`config.mk`:
```
export PLATFORM = sky130hd
export DESIGN_NAME = keypad_scanner
export DESIGN_NICKNAME = d
export VERILOG_FILES = /design/src/rtl/keypad_pkg.sv /design/src/rtl/keypad_frame_scan.sv /design/src/rtl/keypad_scanner.sv
export SDC_FILE = /design/constraint.sdc
export NUM_CORES = 1
export LEC_CHECK = 0
export BUFFER_PORTS_ARGS = -buffer_cell sky130_fd_sc_hd__buf_4
export CAP_MARGIN = 10
export CORE_MARGIN = 2
export CORE_UTILIZATION = 30
export CTS_CLUSTER_DIAMETER = 80
export DETAILED_ROUTE_END_ITERATION = 10
export PLACE_DENSITY_LB_ADDON = 0.2
export RECOVER_POWER = 25
export SYNTH_ARGS = -nofsm -noshare
export SYNTH_HDL_FRONTEND = slang
export SYNTH_SLANG_ARGS = --single-unit
```
`constraint.sdc`:
```
create_clock -name clock -period 3.2 [get_ports clock]
set_input_delay 0.64 -clock clock [delete_from_list [all_inputs] [get_ports clock]]
set_output_delay 0.64 -clock clock [all_outputs]
set_load 0.01 [all_outputs]
```
`src/rtl/keypad_pkg.sv`:
```
// Shared types and the key layout for the 4x4 Pmod keypad scanner.
// KEYMAP is indexed [column][row], matching the col_n / row_n bit order.
package keypad_pkg;

    typedef enum logic [1:0] {
        NONE,
        ONE,
        MULTI
    } frame_res_t;

    typedef enum logic [1:0] {
        IDLE,
        PRESS_CONFIRM,
        HELD,
        RELEASE_CONFIRM
    } key_state_t;

    localparam logic [3:0] KEYMAP [0:3][0:3] = '{
        '{4'h1, 4'h4, 4'h7, 4'h0},
        '{4'h2, 4'h5, 4'h8, 4'hF},
        '{4'h3, 4'h6, 4'h9, 4'hE},
        '{4'hA, 4'hB, 4'hC, 4'hD}
    };

endpackage

```
`src/rtl/keypad_frame_scan.sv`:
```
// Column scanning, row synchronisation and per-frame key classification.
// frame_done is high on the last cycle of the col3 dwell, with the frame verdict alongside it.
module keypad_frame_scan
    import keypad_pkg::*;
#(
    parameter int SCAN_CYCLES = 100000
) (
    input  logic       clock,
    input  logic       reset_n,
    input  logic [3:0] row_n,
    output logic [3:0] col_n,
    output logic       frame_done,
    output frame_res_t frame_result,
    output logic [3:0] frame_code
);

    localparam int DW = $clog2(SCAN_CYCLES);
    localparam logic [DW-1:0] DWELL_LAST = DW'(SCAN_CYCLES - 1);

    logic [DW-1:0] r_dwell;
    logic [1:0]    r_col;
    logic [3:0]    r_row_meta;
    logic [3:0]    r_row_sync;
    logic          r_seen;
    logic          r_multi;
    logic [3:0]    r_code;

    logic       w_sample;
    logic [3:0] w_rows;
    logic       w_col_any;
    logic       w_col_one;
    logic [1:0] w_row_idx;
    logic       w_seen_now;
    logic       w_multi_now;
    logic [3:0] w_code_now;

    always_ff @(posedge clock or negedge reset_n) begin
        if (!reset_n) begin
            r_row_meta <= 4'hF;
            r_row_sync <= 4'hF;
        end else begin
            r_row_meta <= row_n;
            r_row_sync <= r_row_meta;
        end
    end

    always_ff @(posedge clock or negedge reset_n) begin
        if (!reset_n) begin
            r_dwell <= '0;
            r_col   <= 2'd0;
        end else if (r_dwell == DWELL_LAST) begin
            r_dwell <= '0;
            r_col   <= r_col + 2'd1;
        end else begin
            r_dwell <= r_dwell + 1'b1;
        end
    end

    assign col_n    = ~(4'b0001 << r_col);
    assign w_sample = (r_dwell == DWELL_LAST);
    assign w_rows   = ~r_row_sync;

    // Sampling at the end of the dwell leaves the synchroniser time to settle after a column change.
    assign w_col_any = |w_rows;
    assign w_col_one = w_col_any && ((w_rows & (w_rows - 4'd1)) == 4'd0);

    always_comb begin
        w_row_idx = 2'd0;
        for (int r = 3; r >= 0; r--) begin
            if (w_rows[r]) begin
                w_row_idx = 2'(r);
            end
        end
    end

    assign w_seen_now  = r_seen | w_col_any;
    assign w_multi_now = r_multi | (w_col_any & (~w_col_one | r_seen));
    assign w_code_now  = (w_col_one && !r_seen) ? KEYMAP[r_col][w_row_idx] : r_code;

    always_ff @(posedge clock or negedge reset_n) begin
        if (!reset_n) begin
            r_seen  <= 1'b0;
            r_multi <= 1'b0;
            r_code  <= 4'h0;
        end else if (w_sample) begin
            if (r_col == 2'd3) begin
                r_seen  <= 1'b0;
                r_multi <= 1'b0;
                r_code  <= 4'h0;
            end else begin
                r_seen  <= w_seen_now;
                r_multi <= w_multi_now;
                r_code  <= w_code_now;
            end
        end
    end

    assign frame_done   = w_sample && (r_col == 2'd3);
    assign frame_code   = w_code_now;
    assign frame_result = !w_seen_now ? NONE : (w_multi_now ? MULTI : ONE);

endmodule

```
`src/rtl/keypad_scanner.sv`:
```
// Debounced 4x4 keypad front end: one key_valid pulse per accepted press.
// The debounce FSM advances only on frame_done; key outputs are registered at that same edge.
module keypad_scanner
    import keypad_pkg::*;
#(
    parameter int SCAN_CYCLES    = 100000,
    parameter int DEBOUNCE_SCANS = 4
) (
    input  logic       clock,
    input  logic       reset_n,
    output logic [3:0] col_n,
    input  logic [3:0] row_n,
    output logic [3:0] key_code,
    output logic       key_valid,
    output logic       key_held,
    output key_state_t dbg_state
);

    localparam int CW = $clog2(DEBOUNCE_SCANS + 1);
    localparam logic [CW-1:0] CNT_MAX = CW'(DEBOUNCE_SCANS);
    localparam logic [CW-1:0] CNT_ONE = CW'(1);

    logic       w_frame_done;
    frame_res_t w_frame_result;
    logic [3:0] w_frame_code;

    key_state_t    r_state;
    logic [CW-1:0] r_cnt;
    logic [3:0]    r_cand;
    logic [3:0]    r_key_code;
    logic          r_key_valid;
    logic          r_key_held;

    key_state_t    w_state_next;
    logic [CW-1:0] w_cnt_next;
    logic [CW-1:0] w_cnt_inc;
    logic [3:0]    w_cand_next;
    logic          w_accept;
    logic          w_release;

    keypad_frame_scan #(
        .SCAN_CYCLES(SCAN_CYCLES)
    ) u_frame_scan (
        .clock        (clock),
        .reset_n      (reset_n),
        .row_n        (row_n),
        .col_n        (col_n),
        .frame_done   (w_frame_done),
        .frame_result (w_frame_result),
        .frame_code   (w_frame_code)
    );

    always_ff @(posedge clock or negedge reset_n) begin
        if (!reset_n) begin
            r_state <= IDLE;
            r_cnt   <= '0;
            r_cand  <= 4'h0;
        end else begin
            r_state <= w_state_next;
            r_cnt   <= w_cnt_next;
            r_cand  <= w_cand_next;
        end
    end

    assign w_cnt_inc = (r_cnt >= CNT_MAX) ? CNT_MAX : r_cnt + 1'b1;

    always_comb begin
        w_state_next = r_state;
        w_cnt_next   = r_cnt;
        w_cand_next  = r_cand;
        if (w_frame_done) begin
            case (r_state)
                IDLE: begin
                    if (w_frame_result == ONE) begin
                        w_cand_next  = w_frame_code;
                        w_cnt_next   = (DEBOUNCE_SCANS == 1) ? '0 : CNT_ONE;
                        w_state_next = (DEBOUNCE_SCANS == 1) ? HELD : PRESS_CONFIRM;
                    end
                end
                PRESS_CONFIRM: begin
                    if (w_frame_result != ONE) begin
                        w_cnt_next   = '0;
                        w_state_next = IDLE;
                    end else if (w_frame_code != r_cand) begin
                        w_cand_next = w_frame_code;
                        w_cnt_next  = CNT_ONE;
                    end else if (w_cnt_inc == CNT_MAX) begin
                        w_cnt_next   = '0;
                        w_state_next = HELD;
                    end else begin
                        w_cnt_next = w_cnt_inc;
                    end
                end
                HELD: begin
                    // Other keys arriving while held are ignored: no rollover, no repeat.
                    if (w_frame_result == NONE) begin
                        w_cnt_next   = (DEBOUNCE_SCANS == 1) ? '0 : CNT_ONE;
                        w_state_next = (DEBOUNCE_SCANS == 1) ? IDLE : RELEASE_CONFIRM;
                    end
                end
                RELEASE_CONFIRM: begin
                    if (w_frame_result != NONE) begin
                        w_cnt_next   = '0;
                        w_state_next = HELD;
                    end else if (w_cnt_inc == CNT_MAX) begin
                        w_cnt_next   = '0;
                        w_state_next = IDLE;
                    end else begin
                        w_cnt_next = w_cnt_inc;
                    end
                end
                default: begin
                    w_cnt_next   = '0;
                    w_state_next = IDLE;
                end
            endcase
        end
    end

    always_comb begin
        w_accept  = 1'b0;
        w_release = 1'b0;
        if ((r_state == IDLE || r_state == PRESS_CONFIRM) && w_state_next == HELD) begin
            w_accept = 1'b1;
        end
        if ((r_state == HELD || r_state == RELEASE_CONFIRM) && w_state_next == IDLE) begin
            w_release = 1'b1;
        end
    end

    always_ff @(posedge clock or negedge reset_n) begin
        if (!reset_n) begin
            r_key_code  <= 4'h0;
            r_key_valid <= 1'b0;
            r_key_held  <= 1'b0;
        end else begin
            r_key_valid <= w_accept;
            if (w_accept) begin
                r_key_code <= w_cand_next;
                r_key_held <= 1'b1;
            end else if (w_release) begin
                r_key_held <= 1'b0;
            end
        end
    end

    assign key_code  = r_key_code;
    assign key_valid = r_key_valid;
    assign key_held  = r_key_held;
    assign dbg_state = r_state;

endmodule
```
==> results of run 1 <==
-- power by group --
part	internal, µW	switching, µW
clock	152	199
sequential	616	5.21
combinational	22.3	40.0
-- stage by stage --
stage               hold slack (ps)  cells  setup slack (ps)  area (µm²)  power (µW)
floorplan                       344    236               532        2430         673
global placement                345    352               266        2670         697
detailed placement              347    352               245        2670         697
CTS                             360    360               218        2760        1060
global route                    363    360              55.8        2750        1090
finish                          358    360               230        2750        1030
-- logic make-up after synthesis --
family,count (synthesis),synth area share
mux,9,0.0468
compound gates,46,0.122
buf+inv,23,0.0417
xor+xnor,18,0.0648
fa+ha+maj,7,0.0360
simple gates,85,0.190
flops,48,0.498
-- per-layer routing --
layer	up-vias	GRT usage	share of wire	routed length, µm
met3	7	0.0377	0.045	208
met1	786	0.163	0.52	2400
met5	-	0	0	0
li1	869	-	-	-
met2	24	0.173	0.42	1930
met4	0	0.0471	0.017	77
-- area by class of cell --
class	count	area, µm²	share of cell area
flip-flops and latches	48	1210	0.440
multi-input cells	165	1120	0.407
repair buffers	20	146	0.0532
well taps	102	128	0.0464
clock buffers	6	72.6	0.0264
inverters	17	63.8	0.0232
clock inverters	2	11.3	0.00409
-- worst paths after layout --
check	start	endpoint	slack (ps)	cells after the start
setup / recovery	u_frame_scan.r_row_sync[1]	key_code[3]	230	8
hold / removal	u_frame_scan.r_row_meta[2]	u_frame_scan.r_row_sync[2]	360	0
setup reg to reg	u_frame_scan.r_row_sync[1]	key_code[3]	230	8
hold reg to reg	u_frame_scan.r_row_meta[2]	u_frame_scan.r_row_sync[2]	360	0
max in group asynchronous	reset_n	r_cnt[0]	640	1
min in group asynchronous	reset_n	key_valid	1130	1
-- flip-flops by register name, indices dropped and copies added, names as in the netlist --
signal                   count
u_frame_scan.r_row_sync      4
key_valid                    1
u_frame_scan.r_seen          1
u_frame_scan.r_row_meta      4
u_frame_scan.r_dwell        17
dbg_state                    2
key_held                     1
u_frame_scan.r_code          4
r_cand                       4
u_frame_scan.r_col           2
r_cnt                        3
u_frame_scan.r_multi         1
key_code                     4
-- placed cells by master, fill, tap and decap left out, drive strengths merged, types with 5 or more instances in the layout --
cell and instances:
a21oi 13, and3 5, buf 15, clkbuf 11, dfrtp 40, dfstp 8, ha 7, inv 17
mux2 7, nand2 18, nand3 12, nor2 20, nor3 7, o21ai 8, xnor2 11, xor2 7
-- worst max-delay path: stages, from the launching register on --
cell and delay, ps:
dfstp_2 600, and3b_1 200, a211oi_1 180, nand2b_1 410
a311o_1 280, o221ai_1 210, nor4_4 470, nand3_4 180
mux2_4 330
==> impl_metrics.toml, run 1 <==
[detailed_routing]
drt_pass1_iterations = 4
antenna_left = 0
vias_per_cell = 4.68
drt_iter0_drc = 93
wl_um = 4610
post_drt_wl_per_cell_um = 12.8
remaining_drc_errors = 0
via_count = 1686

[global_routing]
grt_overflow_total = 0
antenna_found_initial = 0
grt_pass1_vias = 1665
grtUsageTotal = 0.118
grt_max_degree = 49
grt_pass1_wl_um = 8050

[placed_design]
portBuffers = 17
globalplace.congestion = 0.843
dpl.hpwl_um = 3220

[critical_path]
cp.arrival_ps = 3170
cp-end-kind = "flop"
crit_fanout = 11
crit_type = "flop to flop"
required_ps = 3400
critPathLaunchType = "flop"

[status]
status = "finished, violations left"
violations = "max-capacitance violations, max-slew violations"

[power_and_ir_drop]
p_leak_uw = 0.00123
ir_worst_vdd_mv = 0.118
pwr_density_cell_nw_per_um2 = 376

[floorplan]
fp.coreArea_um2 = 7810
dieArea_um2 = 8840
die_x_um = 94.0
io_pins = 18
initial_core_util = 0.312
num_rows = 32
die_h_um = 94.0

[clocking]
holdBufCountCts = 0
cts_tree = "done"
htreeDepth = 2
cts-buffers-inserted = 5
cts_root_buf = "clkbuf_8"
cts_buffer_depth = 2
cts.sinks = 48
ctsResizeCount = 0
clk_transition_reported_paths_ps = 90
cts_setup_buffers = 0
clk_latency_ps = 310

[yosys]
synth_area_leaders = "dfrtp_1 (41%), dfstp_2 (8.6%), xnor2_1 (4.0%), ha_1 (3.6%), nor2_1 (3.1%)"
ys_ff_latch = 48
yosysMostFrequentCell = "dfrtp_1"
ys_top_cells_by_count = "dfrtp_1 (40), nor2_1 (20), nand2_1 (18)"
synth_fp_nets = 249
yosysTopAreaCell = "dfrtp_1"
yosys_warnings = 0
synth_edf_count = 0
synth_cell_types = 48
ys_seq_area_frac = 0.498
syn-cell-area_um2 = 2430
synth.avg_cell_area_um2 = 10.3
synthArstFlopShare = 1.00
synth.top_cell.area_share = 0.412
synth_flop_cell = "dfrtp_1"
syn_inst = 236

[cells_and_area]
final_layout_size_suffix_gt1_frac = 0.171
area_delta_synth_final_pct = 13.2
utilization = 0.353
fillerInstances = 797
layout.nets = 270
insertedDiodeCount = 0

[sta]
fin_setup_tns_ps = 0
slew_viol_final = 49
rsz0062_at_grt = "false"
fmax_mhz = 337
slew_headroom = -0.699
fin_crit_sh = 0.928
worstMarginPinSlew_ps = 2550
hold_viol = 0
finalSetupViolCount = 0
finalCriticalPeriod_ps = 2970
finalClockSkew_ps = 12.2

[job]
max-cap-violations = 1

[min_path]
min_path_type = "flop to flop"
(Power assumes the default switching activity.)
==> run 2: changes to the inputs <==
Settings changed: CTS_BUF_LIST set to sky130_fd_sc_hd__clkbuf_2.
==> run 2 against run 1 <==
Net effect:
- the run still ends with max-capacitance violations, max-slew violations left
- utilization fell by 0.54 points
- critical path depth did not move
- sequential power about the same
- clock power fell by 32%
- cell count unchanged
- hold slack got worse by 37 ps
- critical path type unchanged
==> impl_metrics.toml, run 2 (same netlist as run 1, synthesis figures left out) <==
[sta]
slew_headroom = -0.714
finalCriticalPeriod_ps = 2970
slew_viol_final = 49
worstMarginPinSlew_ps = 2570
hold_viol = 0
finalSetupViolCount = 0
finalClockSkew_ps = 33.2
fmax_mhz = 337
fin_crit_sh = 0.927
fin_setup_tns_ps = 0
holdWs_ps = 322
rsz0062_at_grt = "false"

[detailed_routing]
post_drt_wl_per_cell_um = 12.6
remaining_drc_errors = 0
drt_iter0_drc = 116
wl_um = 4540
vias_per_cell = 4.65
drt_pass1_iterations = 4
antenna_left = 0
via_count = 1674

[floorplan]
io_pins = 18
fp.coreArea_um2 = 7810
num_rows = 32
die_h_um = 94.0
die_x_um = 94.0
dieArea_um2 = 8840
initial_core_util = 0.312

[critical_path]
required_ps = 3530
crit_type = "flop to flop"
cpPeakStageDelay_ps = 640
crit_fanout = 11
critPathLaunchType = "flop"
critical_path.top_delay_family = "simple AND/OR/NAND/NOR gates"
crit_slowest_cell = "dfstp_2"
cp-end-kind = "flop"
worstRegToRegCells = 8
cp.arrival_ps = 3300
path_depth = 8
path_cells = "and3b_1 > a211oi_1 > nand2b_1 > a311o_1 > o221ai_1 > nor4_4 > nand3_4 > mux2_4"
critPathBufInv = 0

[power_and_ir_drop]
pwr_density_cell_nw_per_um2 = 340
ir_worst_vdd_mv = 0.118
p_leak_uw = 0.00122

[status]
status = "finished, violations left"
violations = "max-capacitance violations, max-slew violations"

[cells_and_area]
layout.nets = 270
final_area_um2 = 2710
final_cell_mix = "dfrtp_1 (40), nor2_1 (20), nand2_1 (18)"
utilization = 0.347
insertedDiodeCount = 0
final_layout_size_suffix_gt1_frac = 0.174
regMostFlops = "u_frame_scan.r_dwell"
fillerInstances = 809
largest_reg_flops = 17
mostFrequentLayoutCell = "dfrtp_1"
area_delta_synth_final_pct = 11.4

[placed_design]
globalplace.congestion = 0.843
dpl_cell_area_um2 = 2670
dpl.hpwl_um = 3220
portBuffers = 17

[clocking]
cts-buffers-inserted = 5
clk_transition_reported_paths_ps = 240
clk_latency_ps = 400
htreeDepth = 2
cts_setup_buffers = 0
cts_root_buf = "clkbuf_2"
cts_buffer_depth = 2
cts.sinks = 48
cts_tree = "done"
holdBufCountCts = 0
ctsResizeCount = 0

[global_routing]
antenna_found_initial = 0
grt_pass1_wl_um = 7980
grt_max_degree = 49
grt_pass1_vias = 1663
grtUsageTotal = 0.114
grt_overflow_total = 0

[job]
max-cap-violations = 1

[min_path]
min_path_type = "input pin to flop"
hold_depth = 1
-- run 2: final cells by class --
class | instances | area (µm²) | share of cell area
Multi-Input combinational cell | 165 | 1120 | 0.413
Clock buffer | 6 | 30.0 | 0.0111
Sequential cell | 48 | 1210 | 0.447
Tap cell | 102 | 128 | 0.0471
Clock inverter | 2 | 11.3 | 0.00416
Timing Repair Buffer | 20 | 146 | 0.0540
Inverter | 17 | 63.8 | 0.0235
-- run 2: stage by stage --
stage                     total power (µW)  setup WS (ps)  std cells
after global routing                   980           62.9        360
after detailed placement               697            245        352
final                                  922            233        360
after CTS                              948            224        360
after global placement                 697            266        352
after floorplan                        673            532        236
-- run 2: where the power goes --
group / total [µW] / internal [µW] / switching, µW
Combinational: 62.3 / 22.3 / 39.9
Clock: 238 / 54.7 / 183
Sequential: 622 / 617 / 5.22
Total: 922 / 694 / 228
-- run 2: worst paths after layout --
check / end / from / slack, ps
max: key_code[3] / u_frame_scan.r_row_sync[1] / 230
min: u_frame_scan.r_row_meta[3] / row_n[3] / 320
max reg2reg: key_code[3] / u_frame_scan.r_row_sync[1] / 230
min in group asynchronous: key_valid / reset_n / 1000
min reg2reg: u_frame_scan.r_row_sync[2] / u_frame_scan.r_row_meta[2] / 370
max in group asynchronous: u_frame_scan.r_dwell[15] / reset_n / 750
-- run 2: layer usage --
metal | track usage | up-vias | part of all wire
met1 | 0.164 | 774 | 0.54
met2 | 0.171 | 26 | 0.42
li1 | - | 872 | -
met4 | 0.0326 | 0 | 0.0081
met3 | 0.0281 | 2 | 0.037
met5 | 0 | - | 0
-- run 2: worst register-to-register path, stage by stage (launching register included) --
cell and delay (ps):
dfstp_2 640, and3b_1 200, a211oi_1 180, nand2b_1 410, a311o_1 270, o221ai_1 220, nor4_4 470, nand3_4 180
mux2_4 330
==> run 3: changes to the inputs <==
Settings changed: CTS_BUF_LIST sky130_fd_sc_hd__clkbuf_2 to sky130_fd_sc_hd__clkbuf_4 sky130_fd_sc_hd__clkbuf_8 sky130_fd_sc_hd__clkbuf_16, PLACE_DENSITY set to 0.53, PLACE_DENSITY_LB_ADDON 0.2 to unset.
==> run 3 against run 2 <==
Net effect:
- the run now ends clean
- critical path depth did not move
- cell count stayed put
- clock skew decreased by 25 ps
- clock power increased by 81%
- die area stayed put
- via count up 2.4%
- first-iteration DRC count shrank 41%
- combinational power rose by 0.6%
- hold slack improved by 38 ps
- critical path type unchanged
- largest power group unchanged
==> impl_metrics.toml, run 3 (same netlist as run 1, synthesis figures left out) <==
[detailed_routing]
vias_per_cell = 4.76
via_count = 1715
drt_pass1_iterations = 4
wl_um = 4390
drt_iter0_drc = 68
post_drt_wl_per_cell_um = 12.2
remaining_drc_errors = 0
antenna_left = 0

[sta]
slew_headroom = 0.233
fmax_mhz = 355
finalClockSkew_ps = 8.52
holdWs_ps = 359
hold_viol = 0
worstMarginPinSlew_ps = 1150
fin_setup_tns_ps = 0
slew_viol_final = 0
fin_crit_sh = 0.881
rsz0062_at_grt = "false"
finalSetupViolCount = 0
finalCriticalPeriod_ps = 2820

[clocking]
cts_tree = "done"
ctsResizeCount = 0
cts-buffers-inserted = 5
cts_buffer_depth = 2
htreeDepth = 2
cts_setup_buffers = 0
cts.sinks = 48
holdBufCountCts = 0
clk_transition_reported_paths_ps = 90
clk_latency_ps = 300
cts_root_buf = "clkbuf_8"

[floorplan]
num_rows = 32
die_h_um = 94.0
fp.coreArea_um2 = 7810
io_pins = 18
die_x_um = 94.0
initial_core_util = 0.312
dieArea_um2 = 8840

[critical_path]
cp.arrival_ps = 3000
critPathLaunchType = "flop"
rr_endpoint = "key_code[1]"
reg2reg_slack_ps = 380
required_ps = 3380
worstRegToRegCells = 8
r2r_start = "u_frame_scan.r_row_sync[2]"
crit_fanout = 11
crit_type = "flop to flop"
cp-end-kind = "flop"

[cells_and_area]
largest_reg_flops = 17
fillerInstances = 793
final_cell_mix = "dfrtp_1 (40), nor2_1 (20), nand2_1 (18)"
fin_cells = 360
regArea_um2 = 1210
layout.nets = 270
multi_input_area_um2 = 1120
area_delta_synth_final_pct = 14.5
final_layout_size_suffix_gt1_frac = 0.186
regMostFlops = "u_frame_scan.r_dwell"
mostFrequentLayoutCell = "dfrtp_1"
insertedDiodeCount = 0

[power_and_ir_drop]
switching_share = 0.219
total_power_uw = 1110
p_seq_frac = 0.557
p_int_uw = 870
ir_worst_vdd_mv = 0.144
pwr_density_cell_nw_per_um2 = 400
p_leak_uw = 0.00125
p_sw_uw = 244
clockPowerShare = 0.386
p_comb_frac = 0.056

[job]
max-cap-violations = 0

[global_routing]
antenna_found_initial = 0
grt_overflow_total = 0
grt_pass1_vias = 1657
grtUsageTotal = 0.113
grt_max_degree = 49
grt_pass1_wl_um = 7810

[min_path]
hp-start = "u_frame_scan.r_row_meta[3]"
min_to = "u_frame_scan.r_row_sync[3]"
hold_depth = 0
min_path_type = "flop to flop"

[placed_design]
globalplace.congestion = 0.785
portBuffers = 17
dpl.hpwl_um = 3190
dp_cells = 352

[status]
status = "finished, final reports clean"
run 3: cell types whose count changed in the layout (fill, tap and decap cells not counted):
cell       previous run  this run
bufinv_16             0         1
clkbuf_1              1         0
clkbuf_2              6         1
clkbuf_8              0         5
clkinv_1              1         0
clkinv_2              0         1
nand2b_1              3         2
nand2b_2              0         1
run 3: power by group through the flow:
stage	combinational [µW]	clock [µW]	sequential, µW
floorplan	43.7	0	629
global placement	63.9	0	632
detailed placement	64.1	0	632
CTS	64.3	447	621
global route	70.8	486	622
finish	62.7	430	621
run 3: per-stage QoR:
stage | instance area [µm²] | setup slack (ps) | util
floorplan | 2430 | 532 | -
global placement | 2670 | 296 | 0.342
detailed placement | 2670 | 252 | 0.342
CTS | 2780 | 221 | 0.357
global route | 2780 | 144 | 0.357
finish | 2780 | 380 | 0.357
run 3: cell type report:
class | count | area share
clock buffer | 5 | 0.0247
clock inverter | 3 | 0.0153
inverter | 17 | 0.0229
multi-input combinational | 165 | 0.403
sequential | 48 | 0.435
tap | 102 | 0.0458
timing repair buffer | 20 | 0.0530
run 3: routing by layer:
| layer | vias to the layer above | GRT usage | share of wire |
|---|---|---|---|
| met1 | 828 | 0.159 | 0.52 |
| met5 | - | 0 | 0 |
| met4 | 0 | 0.0326 | 0.0062 |
| met3 | 2 | 0.0377 | 0.033 |
| li1 | 864 | - | - |
| met2 | 21 | 0.163 | 0.44 |
run 3: worst max path at each step:
stage	start	endpoint	slack, ps	cells past startpoint
2_1_floorplan	u_frame_scan.r_row_sync[2]	key_code[0]	530	10
3_3_place_gp	u_frame_scan.r_row_sync[1]	key_code[3]	300	8
3_5_place_dp	u_frame_scan.r_row_sync[1]	key_code[1]	250	8
4_1_cts	u_frame_scan.r_row_sync[1]	key_code[1]	220	8
5_1_grt	u_frame_scan.r_row_sync[1]	key_code[2]	140	8
6_report	u_frame_scan.r_row_sync[2]	key_code[1]	380	8
run 3: worst max-delay path, stage by stage, from the launching register on:
cell      delay (ps)
dfstp_2          610
xor2_1           200
a211oi_1          90
nand2b_2         290
a311o_1          380
and3_4           200
nor4_4           430
nand3_4          180
mux2_4           330
